### config.mk
export PLATFORM = sky130hd
export DESIGN_NAME = hazard_ctrl
export DESIGN_NICKNAME = d
export VERILOG_FILES = /design/src/rtl/hazard_ctrl_pkg.sv /design/src/rtl/hazard_scoreboard.sv /design/src/rtl/hazard_ctrl.sv
export SDC_FILE = /design/constraint.sdc
export NUM_CORES = 1
export LEC_CHECK = 0
export CORE_MARGIN = 1.5
export CORE_UTILIZATION = 45
export CTS_CLUSTER_SIZE = 8
export DETAILED_ROUTE_END_ITERATION = 6
export GPL_ROUTABILITY_DRIVEN = 0
export PLACE_DENSITY = 0.75
export SLEW_MARGIN = 20
export SYNTH_ARGS = -nofsm -noshare
export SYNTH_HDL_FRONTEND = slang
export SYNTH_SLANG_ARGS = --single-unit
### constraint.sdc
create_clock -name clk -period 2.9 [get_ports clk]
set_clock_uncertainty 0.15 [all_clocks]
set_input_delay 0.29 -clock clk [delete_from_list [all_inputs] [get_ports clk]]
set_output_delay 0.29 -clock clk [all_outputs]
set_load 0.03 [all_outputs]
### src/rtl/hazard_ctrl_pkg.sv
// Shared definitions for the decode-stage hazard controller: FSM state
// encoding, scoreboard slot layout and the NOP instruction word.
package hazard_ctrl_pkg;

    // Controller sequencing states.
    typedef enum logic [1:0] {
        RUN     = 2'b00,
        BR_WAIT = 2'b01,
        DRAIN   = 2'b10,
        HALTED  = 2'b11
    } state_e;

    // Widest register address a slot can hold; narrower addresses are
    // zero-extended so the slot layout stays fixed across configurations.
    localparam int RA_W_MAX = 8;

    // One in-flight destination register entry.
    typedef struct packed {
        logic                v;
        logic [RA_W_MAX-1:0] rd;
    } slot_t;

    // Instruction word the control unit substitutes for a bubble.
    localparam logic [15:0] NOP_INSTR = 16'h0800;

    // True when a slot holds a live write to the given register.
    function automatic logic slot_hit(input slot_t slot, input logic [RA_W_MAX-1:0] ra);
        return slot.v & (slot.rd == ra);
    endfunction

endpackage

### src/rtl/hazard_scoreboard.sv
// Shift register of in-flight destination registers plus the two read-port
// comparators. raw flags a dependency on a result not yet visible in the
// register file; empty means no write is still in flight.
module hazard_scoreboard
    import hazard_ctrl_pkg::*;
#(
    parameter int DEPTH     = 3,
    parameter int RA_W      = 3,
    parameter int WB_BYPASS = 1
) (
    input  logic            clk,
    input  logic            rst,
    input  logic            push,
    input  logic [RA_W-1:0] push_rd,
    input  logic            chk_en,
    input  logic [RA_W-1:0] rs,
    input  logic            use_rs,
    input  logic [RA_W-1:0] rt,
    input  logic            use_rt,
    output logic            raw,
    output logic            empty
);

    // With a forwarding register file the oldest slot is already readable.
    localparam int CMP_N = DEPTH - WB_BYPASS;

    slot_t               slot_r [DEPTH];
    logic [RA_W_MAX-1:0] push_rd_ext_s;
    logic [RA_W_MAX-1:0] rs_ext_s;
    logic [RA_W_MAX-1:0] rt_ext_s;
    logic                hit_rs_s;
    logic                hit_rt_s;
    logic                empty_s;

    assign push_rd_ext_s = RA_W_MAX'(push_rd);
    assign rs_ext_s      = RA_W_MAX'(rs);
    assign rt_ext_s      = RA_W_MAX'(rt);

    // Advance every in-flight write one stage; slot 0 takes the issuing writer.
    always_ff @(posedge clk or posedge rst) begin
        if (rst) begin
            for (int i = 0; i < DEPTH; i++) begin
                slot_r[i] <= '0;
            end
        end else begin
            slot_r[0].v  <= push;
            slot_r[0].rd <= push ? push_rd_ext_s : '0;
            for (int i = 1; i < DEPTH; i++) begin
                slot_r[i] <= slot_r[i-1];
            end
        end
    end

    // Compare both read ports against the slots still hidden from the register file.
    always_comb begin
        hit_rs_s = 1'b0;
        hit_rt_s = 1'b0;
        for (int i = 0; i < CMP_N; i++) begin
            hit_rs_s = hit_rs_s | slot_hit(slot_r[i], rs_ext_s);
            hit_rt_s = hit_rt_s | slot_hit(slot_r[i], rt_ext_s);
        end
    end

    // Pipeline is drained only when no slot, including the oldest, is live.
    always_comb begin
        empty_s = 1'b1;
        for (int i = 0; i < DEPTH; i++) begin
            empty_s = empty_s & ~slot_r[i].v;
        end
    end

    assign raw   = chk_en & ((use_rs & hit_rs_s) | (use_rt & hit_rt_s));
    assign empty = empty_s;

endmodule

### src/rtl/hazard_ctrl.sv
// Decode-stage sequencing controller: stalls on RAW hazards, serialises
// branches/jumps until EX resolves them and drains the pipeline on HALT.
module hazard_ctrl
    import hazard_ctrl_pkg::*;
#(
    parameter int DEPTH     = 3,
    parameter int RA_W      = 3,
    parameter int WB_BYPASS = 1,
    parameter int CNT_W     = 16
) (
    input  logic             clk,
    input  logic             rst,
    input  logic             id_valid,
    input  logic [RA_W-1:0]  id_rs,
    input  logic [RA_W-1:0]  id_rt,
    input  logic             id_use_rs,
    input  logic             id_use_rt,
    input  logic [RA_W-1:0]  id_rd,
    input  logic             id_regwrt,
    input  logic             id_ctrl,
    input  logic             id_halt,
    input  logic             ex_resolve,
    input  logic             ex_redirect,
    output logic             pc_hold,
    output logic             ifid_hold,
    output logic             ifid_kill,
    output logic             idex_bubble,
    output logic             pc_sel_ex,
    output logic             halted,
    output logic [CNT_W-1:0] stall_cnt
);

    state_e           state_r;
    state_e           state_s;
    logic             kill_s;
    logic             raw_s;
    logic             empty_s;
    logic             issue_s;
    logic             push_s;
    logic             pc_hold_s;
    logic             ifid_hold_s;
    logic             idex_bubble_s;
    logic             pc_sel_ex_s;
    logic             halted_s;
    logic [CNT_W-1:0] stall_cnt_r;

    // IF/ID holds a wrong-path fetch for as long as a branch is unresolved.
    assign kill_s  = (state_r == BR_WAIT);
    assign issue_s = id_valid & ~kill_s & ~raw_s & (state_r == RUN);
    // HALT never occupies a slot even if its decode claims a write.
    assign push_s  = issue_s & id_regwrt & ~id_halt;

    hazard_scoreboard #(
        .DEPTH     (DEPTH),
        .RA_W      (RA_W),
        .WB_BYPASS (WB_BYPASS)
    ) u_scoreboard (
        .clk     (clk),
        .rst     (rst),
        .push    (push_s),
        .push_rd (id_rd),
        .chk_en  (id_valid & ~kill_s),
        .rs      (id_rs),
        .use_rs  (id_use_rs),
        .rt      (id_rt),
        .use_rt  (id_use_rt),
        .raw     (raw_s),
        .empty   (empty_s)
    );

    // State register.
    always_ff @(posedge clk or posedge rst) begin
        if (rst) begin
            state_r <= RUN;
        end else begin
            state_r <= state_s;
        end
    end

    // Next state and pipeline control outputs; HALT outranks branch/jump.
    always_comb begin
        state_s       = state_r;
        pc_hold_s     = 1'b0;
        ifid_hold_s   = 1'b0;
        idex_bubble_s = 1'b1;
        pc_sel_ex_s   = 1'b0;
        halted_s      = 1'b0;
        case (state_r)
            RUN: begin
                pc_hold_s     = raw_s;
                ifid_hold_s   = raw_s;
                idex_bubble_s = ~(issue_s & ~id_halt);
                if (issue_s & id_halt) begin
                    state_s = DRAIN;
                end else if (issue_s & id_ctrl) begin
                    state_s = BR_WAIT;
                end else begin
                    state_s = RUN;
                end
            end
            BR_WAIT: begin
                pc_sel_ex_s = ex_resolve & ex_redirect;
                if (ex_resolve) begin
                    state_s = RUN;
                end else begin
                    state_s = BR_WAIT;
                end
            end
            DRAIN: begin
                pc_hold_s   = 1'b1;
                ifid_hold_s = 1'b1;
                if (empty_s) begin
                    state_s = HALTED;
                end else begin
                    state_s = DRAIN;
                end
            end
            HALTED: begin
                pc_hold_s   = 1'b1;
                ifid_hold_s = 1'b1;
                halted_s    = 1'b1;
                state_s     = HALTED;
            end
            default: begin
                state_s = RUN;
            end
        endcase
    end

    // Count bubble cycles up to saturation; the parked HALTED state is not a stall.
    always_ff @(posedge clk or posedge rst) begin
        if (rst) begin
            stall_cnt_r <= '0;
        end else if (idex_bubble_s && (state_r != HALTED) && (stall_cnt_r != {CNT_W{1'b1}})) begin
            stall_cnt_r <= stall_cnt_r + CNT_W'(1);
        end else begin
            stall_cnt_r <= stall_cnt_r;
        end
    end

    assign pc_hold     = pc_hold_s;
    assign ifid_hold   = ifid_hold_s;
    assign ifid_kill   = kill_s;
    assign idex_bubble = idex_bubble_s;
    assign pc_sel_ex   = pc_sel_ex_s;
    assign halted      = halted_s;
    assign stall_cnt   = stall_cnt_r;

endmodule

==> metrics.cfg, run 1 <==
[outcome]
status=finished, final reports clean

[logic_synthesis]
synth_flop_cell=dfrtp_1
async_flop_share_pct=100.0
synth_cell_type_count=36
yosysWarnings=0
syn_area_um2=1416
syn_avg_cell_area_um2=11.52
synth_common_cells=27 x dfrtp_1, 14 x xor2_1, 12 x xnor2_1
yosysMostFrequentCell=dfrtp_1
syn_inst=123
synth_area_leaders=dfrtp_1 48%, xor2_1 8.7%, xnor2_1 7.4%, nand4_1 3.5%, and2_1 2.2%
synth-edff-count=0
synth_area_leader_cell=dfrtp_1
synth_seq_cells=27
synth_top_area_share_pct=47.70
ys_seq_area_share_pct=47.70
syn_nets=143

[timing]
rsz0062_at_grt=no
finalHoldViolCount=0
slew_headroom_pct=74.73
fin_crit_sh_pct=95.49
worst_pin_slew_ns=0.3791
setup_viol=0
max_freq_mhz=361.1
drv_slew=0
fin_tns_setup_ns=0
fin_ws_ns=0.1309
post-route-min-period_ns=2.769

[floorplanning]
die_w_um=59.10
num_rows=20
start_util_pct=46.78
core_area_um2=3028
pin_count=41
dieArea_um2=3493
die_y_um=59.10

[route]
via_per_inst=5.124
wl_per_cell_um=13.31
drtAntennaViolNets=0
wirelength_mm=2.796
drt_iter0_drc=30
first_pass_iters=4
num_vias=1076
route.detailed.drc=0

[clock_network]
cts.htree.levels=1
clockRootBuffer=clkbuf_4
path_clk_slew_ns=0.14
hold_buffers=0
clock_latency_ns=0.31
numCtsBuffers=3
cts_num_sinks=27
cts_tree=built
cts_resized=0
cts_setup_buffers=0
cts_buffer_depth=2

[placement]
io_buffer_count=40
dp_worst_setup_slack_ns=0.1261
dp_hpwl_mm=2.140
dp_cells=206

[power]
leakage_uw=0.0007724
powerDensity_nw_per_um2=822.0
ir_drop_mv=0.5260

[global_route]
grt_use_total_pct=17.51
grt_pass1_wl_mm=4.761
first_global_vias=1048
gr-total-overflow=0
antenna_found_initial=0
grt_max_degree=28

[cells_and_area]
nNetsFinal=187
drive_above_1_share_pct=12.05
area_growth_pct=33.57
num_antenna_cells=0
fin_cells=210

[worst_setup_path]
start_kind=primary input
crit_arrival_ns=2.33
crit_required_ns=2.46
end_kind=output port
path_class=in2out
crit_fanout=3

[worst_hold_path]
hold_class=in2async

[flow_run]
cap_viol_max_count=0

## cells by family after synthesis
logic type | Yosys count | share of synthesized area, %
and+or+nand+nor | 56 | 27.12
DFF | 27 | 47.70
muxes | 2 | 2.120
xor gates and xnor gates | 26 | 16.08
adders and majority gates | 1 | 0.8833
buffers and inverters | 5 | 2.120
AOI/OAI and AO/OA | 6 | 3.976
## stage by stage
step / hold WS [ns] / util, % / area (um2) / total power (uW)
floorplan: 0.1927 / - / 1416 / 1093
global placement: 0.2858 / 61.57 / 1864 / 1393
detailed placement: 0.2891 / 61.57 / 1864 / 1410
CTS: 0.1774 / 62.48 / 1892 / 1568
global route: 0.1919 / 62.48 / 1892 / 1651
finish: 0.1693 / 62.48 / 1892 / 1555
## worst paths after layout
check / from / end / slack [ns] / depth (start not counted)
max: id_rs[1] / ifid_hold / 0.13 / 7
min: rst / stall_cnt[4]$_DFFE_PP0P_ / 0.17 / 3
max reg2reg: stall_cnt[0]$_DFFE_PP0P_ / stall_cnt[1]$_DFFE_PP0P_ / 0.58 / 6
min reg2reg: u_scoreboard.slot_r[17]$_DFF_PP0_ / u_scoreboard.slot_r[8]$_DFF_PP0_ / 0.31 / 0
max in group asynchronous: rst / stall_cnt[14]$_DFFE_PP0P_ / 2.18 / 3
min in group clk: u_scoreboard.slot_r[17]$_DFF_PP0_ / u_scoreboard.slot_r[8]$_DFF_PP0_ / 0.31 / 0
## report_power, final
part	internal, uW	total (uW)	switching [uW]
Combinational	361	802	441
Clock	51.4	153	102
Sequential	475	600	125
Total	887	1560	668
## flip-flops by register name, indices dropped and copies added (netlist names)
| name | cells |
|---|---|
| stall_cnt | 16 |
| state_r | 2 |
| u_scoreboard.slot_r | 9 |
## metal layers
layer  track usage, %  part of all wire [%]
met1            26.86                    49
met2            26.67                    47
met3            2.402                   3.4
met4            3.247                  0.36
met5                0                     0
## cell usage in the layout, fill, tap and decap left out
| master | count |
|---|---|
| a21boi_2 | 2 |
| a21o_1 | 1 |
| a21oi_2 | 1 |
| a221o_1 | 1 |
| and2_1 | 5 |
| and3_1 | 5 |
| and3b_1 | 1 |
| and4_1 | 3 |
| buf_4 | 2 |
| clkbuf_4 | 3 |
| clkdlybuf4s50_1 | 40 |
| clkinv_2 | 1 |
| dfrtp_1 | 27 |
| ha_1 | 1 |
| inv_1 | 2 |
| mux2_4 | 2 |
| nand2_1 | 6 |
| nand2_2 | 1 |
| nand2b_1 | 1 |
| nand2b_4 | 1 |
| nand3_1 | 3 |
| nand3b_1 | 1 |
| nand4_1 | 8 |
| nor2_1 | 8 |
| nor2b_1 | 1 |
| nor2b_2 | 1 |
| nor3_1 | 1 |
| nor3_2 | 2 |
| nor3_4 | 1 |
| nor4_1 | 3 |
| nor4b_1 | 1 |
| nor4b_2 | 1 |
| nor4bb_4 | 1 |
| o21bai_1 | 1 |
| or3_4 | 1 |
| xnor2_1 | 12 |
| xor2_1 | 14 |
## critical path: stages
cell and delay (ns):
clkdlybuf4s50_1 0.52, xnor2_1 0.14, nand4_1 0.13, a21boi_2 0.27, nor2_1 0.08, o21bai_1 0.19, clkdlybuf4s50_1 0.71
## area by class of cell
type	count	area, um2
multi-input cells	91	710.7
clock inverters	1	5.005
clock buffers	3	22.52
inverters	2	7.507
fillers	264	1136
flip-flops and latches	27	675.6
repair buffers	42	415.4
well taps	44	55.05
Power figures use the tool's default switching activity.
==> run 2, diff against run 1 <==
--- a/config.mk
+++ b/config.mk
@@ -5,12 +5,11 @@
 export SDC_FILE = /design/constraint.sdc
 export NUM_CORES = 1
 export LEC_CHECK = 0
-export CORE_MARGIN = 1.5
-export CORE_UTILIZATION = 45
+export CORE_UTILIZATION = 30
 export CTS_CLUSTER_SIZE = 8
 export DETAILED_ROUTE_END_ITERATION = 6
 export GPL_ROUTABILITY_DRIVEN = 0
-export PLACE_DENSITY = 0.75
+export PLACE_DENSITY = 0.54
 export SLEW_MARGIN = 20
 export SYNTH_ARGS = -nofsm -noshare
 export SYNTH_HDL_FRONTEND = slang
==> run 2 against run 1 <==
The run now ends with design-rule violations left. Sequential share of layout area decreased by 0.54 points. Combinational power about the same. Largest power group unchanged. Non-clock buffer count unchanged. First-iteration DRC count increased by 70%. Via count decreased by 1.8%. Critical endpoint unchanged.
==> metrics.cfg, run 2 (synthesis results as in run 1) <==
[route]
num_vias=1057  ; -1.8%
drt_iter0_drc=51  ; +70%
wl_per_cell_um=14.09  ; +5.8%
first_pass_iters=6  ; +2
via_per_inst=4.849  ; -5.4%
wirelength_mm=3.072  ; +9.9%
route.detailed.drc=2  ; +2
drtAntennaViolNets=0  ; unchanged

[worst_setup_path]
end_kind=output port
start_kind=primary input
r2r_cells=6  ; unchanged
crit_arrival_ns=2.30  ; -0.03 ns
r2r_end=stall_cnt[1]$_DFFE_PP0P_
r2r-start=stall_cnt[0]$_DFFE_PP0P_
path_class=in2out
crit_required_ns=2.46  ; about the same
crit_fanout=3  ; unchanged
r2r_setup_slack_ns=0.59  ; about the same

[outcome]
violations=design-rule violations
status=finished, violations left

[clock_network]
cts_buffer_depth=2  ; unchanged
cts_tree=built
cts_setup_buffers=0  ; unchanged
hold_buffers=0  ; unchanged
cts_num_sinks=27  ; unchanged
cts.htree.levels=1  ; unchanged
clockRootBuffer=clkbuf_8
cts_resized=0  ; unchanged
clock_latency_ns=0.27  ; -0.04 ns
numCtsBuffers=3  ; unchanged
path_clk_slew_ns=0.09  ; -0.05 ns

[timing]
worst_pin_slew_ns=0.3783  ; -0.0008346 ns
fin_crit_sh_pct=94.32  ; -1.2 points
setup_viol=0  ; unchanged
slew_headroom_pct=74.78  ; about the same
finalHoldViolCount=0  ; unchanged
rsz0062_at_grt=no
max_freq_mhz=365.6  ; +1.2%
post-route-min-period_ns=2.735  ; -0.03371 ns
fin_tns_setup_ns=0  ; unchanged
drv_slew=0  ; unchanged

[cells_and_area]
nFillCells=422  ; +60%
nNetsFinal=187  ; unchanged
final_common_cell=clkdlybuf4s50_1
fin_cells=218  ; +3.8%
area_growth_pct=35.60
num_antenna_cells=0  ; unchanged
largest_reg_flops=16  ; unchanged
final_cell_mix=40 x clkdlybuf4s50_1, 27 x dfrtp_1, 14 x xor2_1, 12 x xnor2_1
stdcell_area_um2=1921  ; +1.5%
drive_above_1_share_pct=12.05  ; unchanged
fin_util_pct=43.22  ; -19 points

[global_route]
gr-total-overflow=0  ; unchanged
first_global_vias=1083  ; +3.3%
grt_max_degree=28  ; unchanged
grt_pass1_wl_mm=5.202  ; +9.3%
grt_use_total_pct=13.04  ; -4.5 points
antenna_found_initial=0  ; unchanged

[floorplanning]
num_rows=24  ; +20%
die_y_um=70.71  ; +20%
start_util_pct=31.87  ; -15 points
dieArea_um2=5000  ; +43%
core_area_um2=4444  ; +47%
pin_count=41  ; unchanged
die_w_um=70.71  ; +20%

[placement]
io_buffer_count=40  ; unchanged
dp_hpwl_mm=2.367  ; +11%
dp_cells=214  ; +3.9%
postPlaceCellArea_um2=1874  ; +0.54%

[power]
leakage_uw=0.0007801  ; +1.0%
ir_drop_mv=0.5328  ; +1.3%
powerDensity_nw_per_um2=841.8  ; +2.4%

[flow_run]
cap_viol_max_count=0  ; unchanged

[worst_hold_path]
hold_class=in2async

run 2: per-stage QoR:
stage / setup slack [ns] / power (uW) / hold slack (ns)
6_report: 0.1646 / 1617 / 0.2144
2_1_floorplan: 0.6376 / 1093 / 0.1927
5_1_grt: 0.05347 / 1708 / 0.2459
3_3_place_gp: 0.1906 / 1407 / 0.2953
4_1_cts: 0.1696 / 1632 / 0.2305
3_5_place_dp: 0.1696 / 1415 / 0.2953
run 2: metal layers:
layer / global-route usage, % / wire length, um
met1: 18.77 / 1509
met2: 20.19 / 1425
met3: 1.425 / 96
met4: 5.111 / 41
met5: 0 / 0
run 2: layout make-up:
type,count,area [um2],share of cell area [%]
tap,52,65.06,3.388
sequential,27,675.6,35.18
clock buffer,3,41.29,2.150
clock inverter,1,5.005,0.2606
inverter,2,7.507,0.3909
timing repair buffer,42,415.4,21.63
multi-input combinational,91,710.7,37.00
run 2: report_power, final:
part	switching, uW	internal, uW
clock network	119	96.2
logic	441	361
registers	125	475
total	684	932
run 2: how the worst max path moves through the flow:
stage,startpoint,to,slack [ns],cells after the start
after global routing,id_rs[2],ifid_hold,0.05,7
after global placement,id_rs[1],ifid_hold,0.19,7
after detailed placement,id_rt[1],ifid_hold,0.17,7
after CTS,id_rt[1],ifid_hold,0.17,7
after floorplan,stall_cnt[0]$_DFFE_PP0P_,stall_cnt[1]$_DFFE_PP0P_,0.64,6
final,id_rt[1],ifid_hold,0.16,7
run 2: worst max-delay path: stages:
cell	delay (ns)
clkdlybuf4s50_1	0.52
xnor2_1	0.14
nand4_1	0.14
a21boi_2	0.25
nor2_1	0.07
o21bai_1	0.19
clkdlybuf4s50_1	0.70
==> run 3, diff against run 2 <==
--- a/config.mk
+++ b/config.mk
@@ -5,6 +5,7 @@
 export SDC_FILE = /design/constraint.sdc
 export NUM_CORES = 1
 export LEC_CHECK = 0
+export CAP_MARGIN = 20
 export CORE_UTILIZATION = 30
 export CTS_CLUSTER_SIZE = 8
 export DETAILED_ROUTE_END_ITERATION = 6
==> results of run 3 <==
Final layout, timing and power as in run 2 (identical DEF).
